$ cat src/rtl/mem_arbiter.sv
// rtl/mem_arbiter.sv - single-port memory arbiter between fetch and memory stages
//
// Purpose: arbitrates fetch (if_*) and data (dm_*) requests onto one memory
// port (mem_*). Runs one transaction at a time, returns read data to the owner
// with a one-cycle ack, and drives per-stage stall requests. Data has priority,
// but a streak limit guarantees fetch progress. A watchdog aborts hung
// transactions and sets a sticky err flag.
//
// Ports:
//   clk, rst                       clock, asynchronous active-high reset
//   if_req/if_addr                 fetch request (held until if_ack)
//   if_rdata/if_ack                fetched word and completion pulse
//   dm_req/dm_we/dm_addr/dm_wdata  data request (held until dm_ack)
//   dm_rdata/dm_ack                load data and completion pulse
//   stall_if/stall_dm              combinational stall requests
//   mem_req/mem_we/mem_addr/mem_wdata/mem_rdata/mem_ack  memory port
//   err                            sticky watchdog-abort flag
module mem_arbiter #(
  parameter int ADDR_W       = 32,
  parameter int DATA_W       = 32,
  parameter int MAX_D_STREAK = 4,
  parameter int TIMEOUT      = 64
) (
  input  logic              clk,
  input  logic              rst,
  input  logic              if_req,
  input  logic [ADDR_W-1:0] if_addr,
  output logic [DATA_W-1:0] if_rdata,
  output logic              if_ack,
  input  logic              dm_req,
  input  logic              dm_we,
  input  logic [ADDR_W-1:0] dm_addr,
  input  logic [DATA_W-1:0] dm_wdata,
  output logic [DATA_W-1:0] dm_rdata,
  output logic              dm_ack,
  output logic              stall_if,
  output logic              stall_dm,
  output logic              mem_req,
  output logic              mem_we,
  output logic [ADDR_W-1:0] mem_addr,
  output logic [DATA_W-1:0] mem_wdata,
  input  logic [DATA_W-1:0] mem_rdata,
  input  logic              mem_ack,
  output logic              err
);

  localparam int SW = $clog2(MAX_D_STREAK + 1);
  localparam int WW = $clog2(TIMEOUT + 1);

  localparam logic [1:0] IDLE   = 2'd0;
  localparam logic [1:0] BUSY_I = 2'd1;
  localparam logic [1:0] BUSY_D = 2'd2;

  localparam logic [SW-1:0] STREAK_MAX = SW'(MAX_D_STREAK);
  localparam logic [WW-1:0] WDOG_MAX   = WW'(TIMEOUT);

  logic [1:0]        state_q, state_d;
  logic              mem_req_q, mem_req_d;
  logic              mem_we_q, mem_we_d;
  logic [ADDR_W-1:0] mem_addr_q, mem_addr_d;
  logic [DATA_W-1:0] mem_wdata_q, mem_wdata_d;
  logic              if_ack_q, if_ack_d;
  logic              dm_ack_q, dm_ack_d;
  logic [DATA_W-1:0] if_rdata_q, if_rdata_d;
  logic [DATA_W-1:0] dm_rdata_q, dm_rdata_d;
  logic              err_q, err_d;
  logic [SW-1:0]     streak_q, streak_d;
  logic [WW-1:0]     wdog_q, wdog_d;

  // A request whose ack is visible this cycle is already served; it must not
  // be re-issued even though the requester still holds req.
  logic if_elig, dm_elig;
  assign if_elig = if_req & ~if_ack_q;
  assign dm_elig = dm_req & ~dm_ack_q;

  always_comb begin
    state_d     = state_q;
    mem_req_d   = mem_req_q;
    mem_we_d    = mem_we_q;
    mem_addr_d  = mem_addr_q;
    mem_wdata_d = mem_wdata_q;
    if_ack_d    = 1'b0;
    dm_ack_d    = 1'b0;
    if_rdata_d  = if_rdata_q;
    dm_rdata_d  = dm_rdata_q;
    err_d       = err_q;
    streak_d    = streak_q;
    wdog_d      = wdog_q;

    case (state_q)
      IDLE: begin
        if (dm_elig && !(if_elig && streak_q == STREAK_MAX)) begin
          state_d     = BUSY_D;
          mem_req_d   = 1'b1;
          mem_we_d    = dm_we;
          mem_addr_d  = dm_addr;
          mem_wdata_d = dm_wdata;
          wdog_d      = '0;
          // Reaching here with fetch waiting implies streak < max, so the
          // increment saturates naturally at STREAK_MAX.
          streak_d    = if_elig ? streak_q + SW'(1) : '0;
        end else if (if_elig) begin
          state_d    = BUSY_I;
          mem_req_d  = 1'b1;
          mem_we_d   = 1'b0;
          mem_addr_d = if_addr;
          wdog_d     = '0;
          streak_d   = '0;
        end
      end
      BUSY_I, BUSY_D: begin
        if (mem_ack) begin
          state_d   = IDLE;
          mem_req_d = 1'b0;
          if (state_q == BUSY_I) begin
            if_ack_d   = 1'b1;
            if_rdata_d = mem_rdata;
          end else begin
            dm_ack_d = 1'b1;
            if (!mem_we_q) dm_rdata_d = mem_rdata;
          end
        end else if (wdog_q == WDOG_MAX) begin
          // Abort: release the owner with zero data so the pipeline moves on.
          state_d   = IDLE;
          mem_req_d = 1'b0;
          err_d     = 1'b1;
          if (state_q == BUSY_I) begin
            if_ack_d   = 1'b1;
            if_rdata_d = '0;
          end else begin
            dm_ack_d   = 1'b1;
            dm_rdata_d = '0;
          end
        end else begin
          wdog_d = wdog_q + WW'(1);
        end
      end
      default: state_d = IDLE;
    endcase
  end

  always_ff @(posedge clk or posedge rst) begin
    if (rst) begin
      state_q     <= IDLE;
      mem_req_q   <= 1'b0;
      mem_we_q    <= 1'b0;
      mem_addr_q  <= '0;
      mem_wdata_q <= '0;
      if_ack_q    <= 1'b0;
      dm_ack_q    <= 1'b0;
      if_rdata_q  <= '0;
      dm_rdata_q  <= '0;
      err_q       <= 1'b0;
      streak_q    <= '0;
      wdog_q      <= '0;
    end else begin
      state_q     <= state_d;
      mem_req_q   <= mem_req_d;
      mem_we_q    <= mem_we_d;
      mem_addr_q  <= mem_addr_d;
      mem_wdata_q <= mem_wdata_d;
      if_ack_q    <= if_ack_d;
      dm_ack_q    <= dm_ack_d;
      if_rdata_q  <= if_rdata_d;
      dm_rdata_q  <= dm_rdata_d;
      err_q       <= err_d;
      streak_q    <= streak_d;
      wdog_q      <= wdog_d;
    end
  end

  assign mem_req   = mem_req_q;
  assign mem_we    = mem_we_q;
  assign mem_addr  = mem_addr_q;
  assign mem_wdata = mem_wdata_q;
  assign if_ack    = if_ack_q;
  assign dm_ack    = dm_ack_q;
  assign if_rdata  = if_rdata_q;
  assign dm_rdata  = dm_rdata_q;
  assign err       = err_q;
  assign stall_if  = if_elig;
  assign stall_dm  = dm_elig;

endmodule

$ cat config.mk
export PLATFORM = sky130hd
export DESIGN_NAME = mem_arbiter
export DESIGN_NICKNAME = d
export VERILOG_FILES = /design/src/rtl/mem_arbiter.sv
export SDC_FILE = /design/constraint.sdc
export NUM_CORES = 1
export LEC_CHECK = 0
export CORE_MARGIN = 2
export CORE_UTILIZATION = 42
export CTS_CLUSTER_DIAMETER = 60
export CTS_CLUSTER_SIZE = 14
export DETAILED_ROUTE_END_ITERATION = 12
export PLACE_DENSITY_LB_ADDON = 0.12
export SYNTH_ARGS = -nofsm -noshare
export SYNTH_HDL_FRONTEND = slang
export SYNTH_SLANG_ARGS = --single-unit
$ cat constraint.sdc
create_clock -name clk -period 6.5 [get_ports clk]
set_clock_uncertainty 0.2 [all_clocks]
set_input_delay 1.625 -clock clk [delete_from_list [all_inputs] [get_ports clk]]
set_output_delay 1.625 -clock clk [all_outputs]
set_load 0.02 [all_outputs]
Yosys cells after proc, flatten, opt, wreduce, memory -nomap -nowiden

Index checks and enable logic that the tools add are counted.

Output and inout bits: 135
Bits of input ports: 134
Register bits: 145
Word-level logic and storage cells: 84

Muxes and demuxes: 39
Add/sub/neg operators: 2
Reduce and logical (&&, ||, !) cells: 16
Eq/ne operators: 9
Bitwise operators: 6

Operators with widths:

| operator              | count |
|---|---|
| $mux W32              | 11 |
| $mux W7               | 4 |
| $mux W1               | 14 |
| $pmux W7 S2           | 1 |
| $mux W3               | 3 |
| $reduce_and A3 Y1     | 3 |
| $mux W2               | 4 |
| $reduce_and A4 Y1     | 2 |
| $add A7 B1 Y7 const B | 1 |
| $eq A7 B7 Y1 const B  | 1 |
| $ne A2 B2 Y1 const B  | 3 |
| $ne A3 B3 Y1 const B  | 2 |
| $reduce_and A2 Y1     | 3 |
| $reduce_bool A2 Y1    | 3 |
| $not A1 Y1            | 4 |
| $pmux W2 S2           | 1 |
| $add A3 B1 Y3 const B | 1 |
| $eq A3 B3 Y1 const B  | 1 |
| $and A1 B1 Y1         | 2 |
| $eq A2 B1 Y1 const B  | 1 |
| $eq A2 B2 Y1 const B  | 1 |
| $logic_and A1 B1 Y1   | 2 |
| $logic_not A2 Y1      | 1 |
| $pmux W1 S2           | 1 |
| other kinds (2)       | 2 |

Logic depth before layout (Yosys ltp)

Word-level depth: 7
Depth in mapped cells: 7
Mapped depth without buffers: 6

Least setup slack after synthesis

Ideal clock, no wire load.

Path type: input -> output
Start: in dm_req
End: out stall_dm
Cell stages on the path: 2
Buffers on the path: 0
Required time: 4.675 ns
Arrival time: 1.900 ns
Slack: 2.775 ns
Cell sequence: nand2b_1 -> inv_1

Longest elaborated chain between the ends: 1

RTL lines:

| what          | line | RTL |
|---|---|---|
| from (decl)   | 30   | `input logic dm_req,` |
| $and A1 B1 Y1 | 74   | `assign dm_elig = dm_req & ~dm_ack_q;` |
| to (decl)     | 37   | `output logic stall_dm,` |

No other way between the ends.

Final worst setup path

Start: in if_req
End: out stall_if

Longest elaborated chain between the ends: 1

RTL lines:

| what          | line | RTL |
|---|---|---|
| from (decl)   | 26   | `input logic if_req,` |
| $and A1 B1 Y1 | 73   | `assign if_elig = if_req & ~if_ack_q;` |
| to (decl)     | 36   | `output logic stall_if,` |

No other way between the ends.

==> flow_results.org <==
** Routing
- In the final routed layout, each cell accounts on average for 17.1 um.
- Via count :: 5106
- Number of design rule violations left after detail routing :: 0
- The detail route stage leaves a number of antenna-violating nets equal to 0.
- For this block, the initial DRC count from the detailed router was 305.
- Number of optimization iterations in the first detailed-route pass :: 4
- Dividing the detail-routed via count by the number of cells gives 5.22.
- For this block, the routed nets add up to 16700 um of wire.

** Power and ir drop
- Net switching power of the design :: 1.86 mW
- Cell internal power was estimated by the tool at 2.98 mW.
- Sw Ratio :: 0.385
- Proportion of power drawn by the clock network :: 0.180
- Total power per unit cell area :: 512 nW/um^2
- Max IR drop VDD :: 0.263 mV
- Flop pwr share :: 0.321
- The analysis attributes to cell leakage a power of 4.18 nW.
- Combinational Power Share :: 0.498

** Yosys
- Mapped Cells :: 526
- Sequential fraction of the synthesis area :: 0.594
- Cell variety after synth :: 41
- Warning count from the yosys run :: 0
- Register bit count reported by yosys :: 145
- A synthesized cell averages 11.6 um^2.
- Net Count, Synth :: 666
- In this run the cell area of the synthesized design comes to 6110 um^2.

** STA
- At the pin with the least slew margin, the transition time is 1.28 ns.
- In the finished design, the share of the clock period the worst path needs comes to 0.751.
- In this run the tightest slew margin relative to its limit is 0.143.
- Setup repair after global routing missed its margin :: no
- The hold violation count in the final report was 0.
- Setup violations remaining at the end of the flow were counted as 0.
- Min Tclk post-route :: 4.88 ns
- Max-slew violation total from the final report :: 0
- Adding up every negative setup slack in the final design gives 0 ns.
- Maximum frequency from static timing analysis :: 205 MHz

** Worst setup path
- For this run, the slowest stage of the critical path takes 0.63 ns.
- Worst setup startpoint :: if_req
- Largest delay share family, worst path :: buffers and inverters
- The worst setup path is of the in2out kind.
- STA classifies the critical path startpoint as a primary input.
- Top cell by count, worst path :: clkdlybuf4s50_1
- Worst path arrival time :: 3.05 ns
- CP Max Fanout :: 6
- The worst register-to-register path begins at state_q[0].
- STA puts the critical path data required time at 4.68 ns.
- Critical path capture point type :: output port
- The critical path goes through clkdlybuf4s50_1, nand2b_1, inv_2, clkdlybuf4s50_1.
- Together, buffers and inverters on the worst path number 3.
- Cell at the slowest stage of the critical path :: clkdlybuf4s50_1

** Die
- Initial Utilization :: 0.425
- In this run the horizontal extent of the chip is 125 um.
- After floorplanning, the core was divided into 44 placement rows.
- Area inside the core boundary :: 14400 um^2
- Area of the die :: 15500 um^2
- I/O pin count :: 269
- Die Height :: 125 um

** Global routing
- Pin count of the biggest net entering global routing :: 98
- Congestion Overflow GR :: 0
- Wire length of the first global-routing pass :: 27100 um
- Number of antenna violations at the first check in global routing :: 0
- Total global routing track utilization :: 0.219
- The via count of the first global-routing pass is 5201.

** Final layout
- After filler insertion, the fill cell instance count of the layout stands at 1124.
- 0 antenna diodes ended up in the layout.
- After the last flow step, the layout net total stands at 923.
- In the final layout, the share of cells above drive strength 1 is 0.0970.
- Synthesis-to-layout area growth :: 54.7%
- Core Util, Final :: 0.658

** Clock tree
- TritonCTS built the clock tree.
- Clock root buffer :: clkbuf_16
- The longest clock path from root to sink contains 2 buffers.
- Hold repair after CTS inserted 0 buffers.
- Clock sinks :: 145
- Gates resized during post-CTS repair numbered 0.
- Total clock buffers created by CTS :: 17
- Clock transition at path regs :: 0.06 ns
- The clock tree synthesis step divided the H-tree into 4 levels.
- Worst-Skew Late Latency :: 0.41 ns
- In this run the post-CTS setup repair buffer count came out at 0.

** Placement
- Number of port buffers :: 268
- DP Wirelength :: 11900 um
- Final Wtd Congestion :: 0.800

** Flow run
- The tool flagged a number of max-cap violations equal to 0.

** Worst hold path
- Source of the worst hold timing path :: err
- The worst hold path belongs to the class reg2reg.

** Outcome
- The flow ran to the end, and the final reports show no timing, DRC or antenna violations.
-- stage by stage --
step	setup WS, ns	instances	area [um^2]	hold WS, ns	total power [mW]
2_1_floorplan	0.780	526	6110	0.266	2.87
3_3_place_gp	1.67	948	8930	0.258	3.94
3_5_place_dp	1.63	948	8930	0.258	4.00
4_1_cts	1.63	978	9460	0.275	4.88
5_1_grt	1.60	978	9460	0.302	5.12
6_report	1.62	978	9460	0.268	4.84
-- cell usage in the layout, fill, tap and decap left out, types with 2 or more instances in the layout --
| master | netlist | layout |
|---|---|---|
| clkbuf_16 | 0 | 17 |
| clkdlybuf4s50_1 | 0 | 268 |
| inv_1 | 10 | 9 |
| clkbuf_8 | 0 | 4 |
| nor4_1 | 2 | 2 |
| clkinv_2 | 0 | 3 |
| a22o_1 | 33 | 33 |
| dfrtp_1 | 145 | 145 |
| nand2b_1 | 4 | 4 |
| nor3_1 | 2 | 2 |
| buf_4 | 3 | 8 |
| o21ai_2 | 3 | 2 |
| a32o_1 | 4 | 4 |
| and3_1 | 2 | 2 |
| nor2b_1 | 2 | 2 |
| o21ai_4 | 0 | 2 |
| clkbuf_1 | 23 | 4 |
| nor2_1 | 7 | 6 |
| nand3_1 | 5 | 5 |
| o21ai_0 | 70 | 69 |
| ha_1 | 6 | 6 |
| clkinvlp_4 | 0 | 2 |
| mux2_2 | 32 | 32 |
| nand4_1 | 33 | 33 |
| a21o_1 | 2 | 2 |
| mux2i_1 | 32 | 32 |
| o2bb2ai_1 | 2 | 2 |
| nand2_1 | 73 | 73 |
| a211o_1 | 2 | 2 |
-- power groups by stage --
stage / sequential, mW / clock [mW] / combinational, mW
floorplan: 2.03 / 0 / 0.844
global placement: 1.55 / 0 / 2.39
detailed placement: 1.56 / 0 / 2.43
CTS: 1.56 / 0.886 / 2.44
global route: 1.61 / 0.934 / 2.58
finish: 1.56 / 0.871 / 2.41
-- final timing paths --
kind / endpoint / slack, ns / cells past startpoint
setup reg to reg: dm_rdata[14] / 3.64 / 6
hold reg to reg: err / 0.27 / 1
min in group asynchronous: dm_rdata[26] / 1.56 / 2
hold / removal: err / 0.27 / 1
max in group asynchronous: mem_wdata[25] / 3.36 / 3
setup / recovery: stall_if / 1.62 / 4
-- metal layers --
| layer | vias to the layer above | part of all wire | global-route usage |
|---|---|---|---|
| li1 | 2413 | - | - |
| met1 | 2438 | 0.42 | 0.269 |
| met2 | 227 | 0.47 | 0.354 |
| met3 | 28 | 0.083 | 0.0812 |
| met4 | 0 | 0.022 | 0.0833 |
| met5 | - | 0 | 0 |
-- sequential cells by signal (all words and copies together) (netlist names) --
name	cells
err	1
mem_req	1
streak_q	3
dm_ack	1
state_q	2
if_rdata	32
mem_wdata	32
wdog_q	7
mem_we	1
mem_addr	32
dm_rdata	32
if_ack	1
-- synthesized netlist by cell type --
cell | n | area, um^2
a21o_1 | 2 | 15.0
a41o_1 | 1 | 10.0
o21ai_0 | 70 | 350
buf_6 | 3 | 33.8
a32o_1 | 4 | 40.0
inv_2 | 1 | 3.75
buf_2 | 9 | 45.0
nand3_1 | 5 | 25.0
a31oi_1 | 2 | 12.5
nor3b_1 | 1 | 7.51
o211ai_1 | 1 | 7.51
a21oi_1 | 1 | 5.00
nor3_1 | 2 | 10.0
xnor2_1 | 1 | 8.76
inv_1 | 10 | 37.5
and3_1 | 2 | 12.5
o21a_1 | 1 | 7.51
dfrtp_1 | 145 | 3630
nand4_1 | 33 | 206
a211o_1 | 2 | 17.5
nand4b_1 | 1 | 8.76
nor2b_1 | 2 | 12.5
nand2b_1 | 4 | 25.0
nor4_1 | 2 | 12.5
mux2i_1 | 32 | 320
o41ai_1 | 1 | 8.76
o21ai_2 | 3 | 26.3
nand2b_2 | 1 | 8.76
nor2_1 | 7 | 26.3
a22o_1 | 33 | 289
mux2_2 | 32 | 360
o31ai_4 | 1 | 21.3
buf_4 | 3 | 22.5
and2_1 | 1 | 6.26
ha_1 | 6 | 75.1
clkbuf_1 | 23 | 86.3
a21boi_0 | 1 | 7.51
or4_4 | 1 | 11.3
nor4b_1 | 1 | 8.76
o2bb2ai_1 | 2 | 17.5
nand2_1 | 73 | 274
-- cell families (layout without fill, tap and decap cells) --
family,Yosys count,count (layout),share of synthesized area
buffers and inverters,49,317,0.0375
and+or+nand+nor,136,136,0.107
adders and majority gates,6,6,0.0123
AOI/OAI and AO/OA,125,125,0.137
DFF,145,145,0.594
muxes,64,64,0.111
xor gates and xnor gates,1,1,0.00143
-- worst reg2reg max path, delay by kind of cell (launching register included) --
family,cells,cell delay [ns]
AO/OA/AOI/OAI,1,0.30
adder cells (fa/ha/maj),1,0.27
buffers and inverters,2,0.44
flip-flops,1,0.37
AND/OR/NAND/NOR,2,1.22
-- area by class of cell --
class	count	area [um^2]	share of cell area
Clock buffer	25	495	0.0524
Tap cell	184	230	0.0243
Sequential cell	145	3630	0.384
Clock inverter	5	30.0	0.00318
Inverter	11	46.3	0.00490
Multi-Input combinational cell	332	2280	0.241
Timing Repair Buffer	276	2740	0.290
Power figures use the tool's default switching activity.
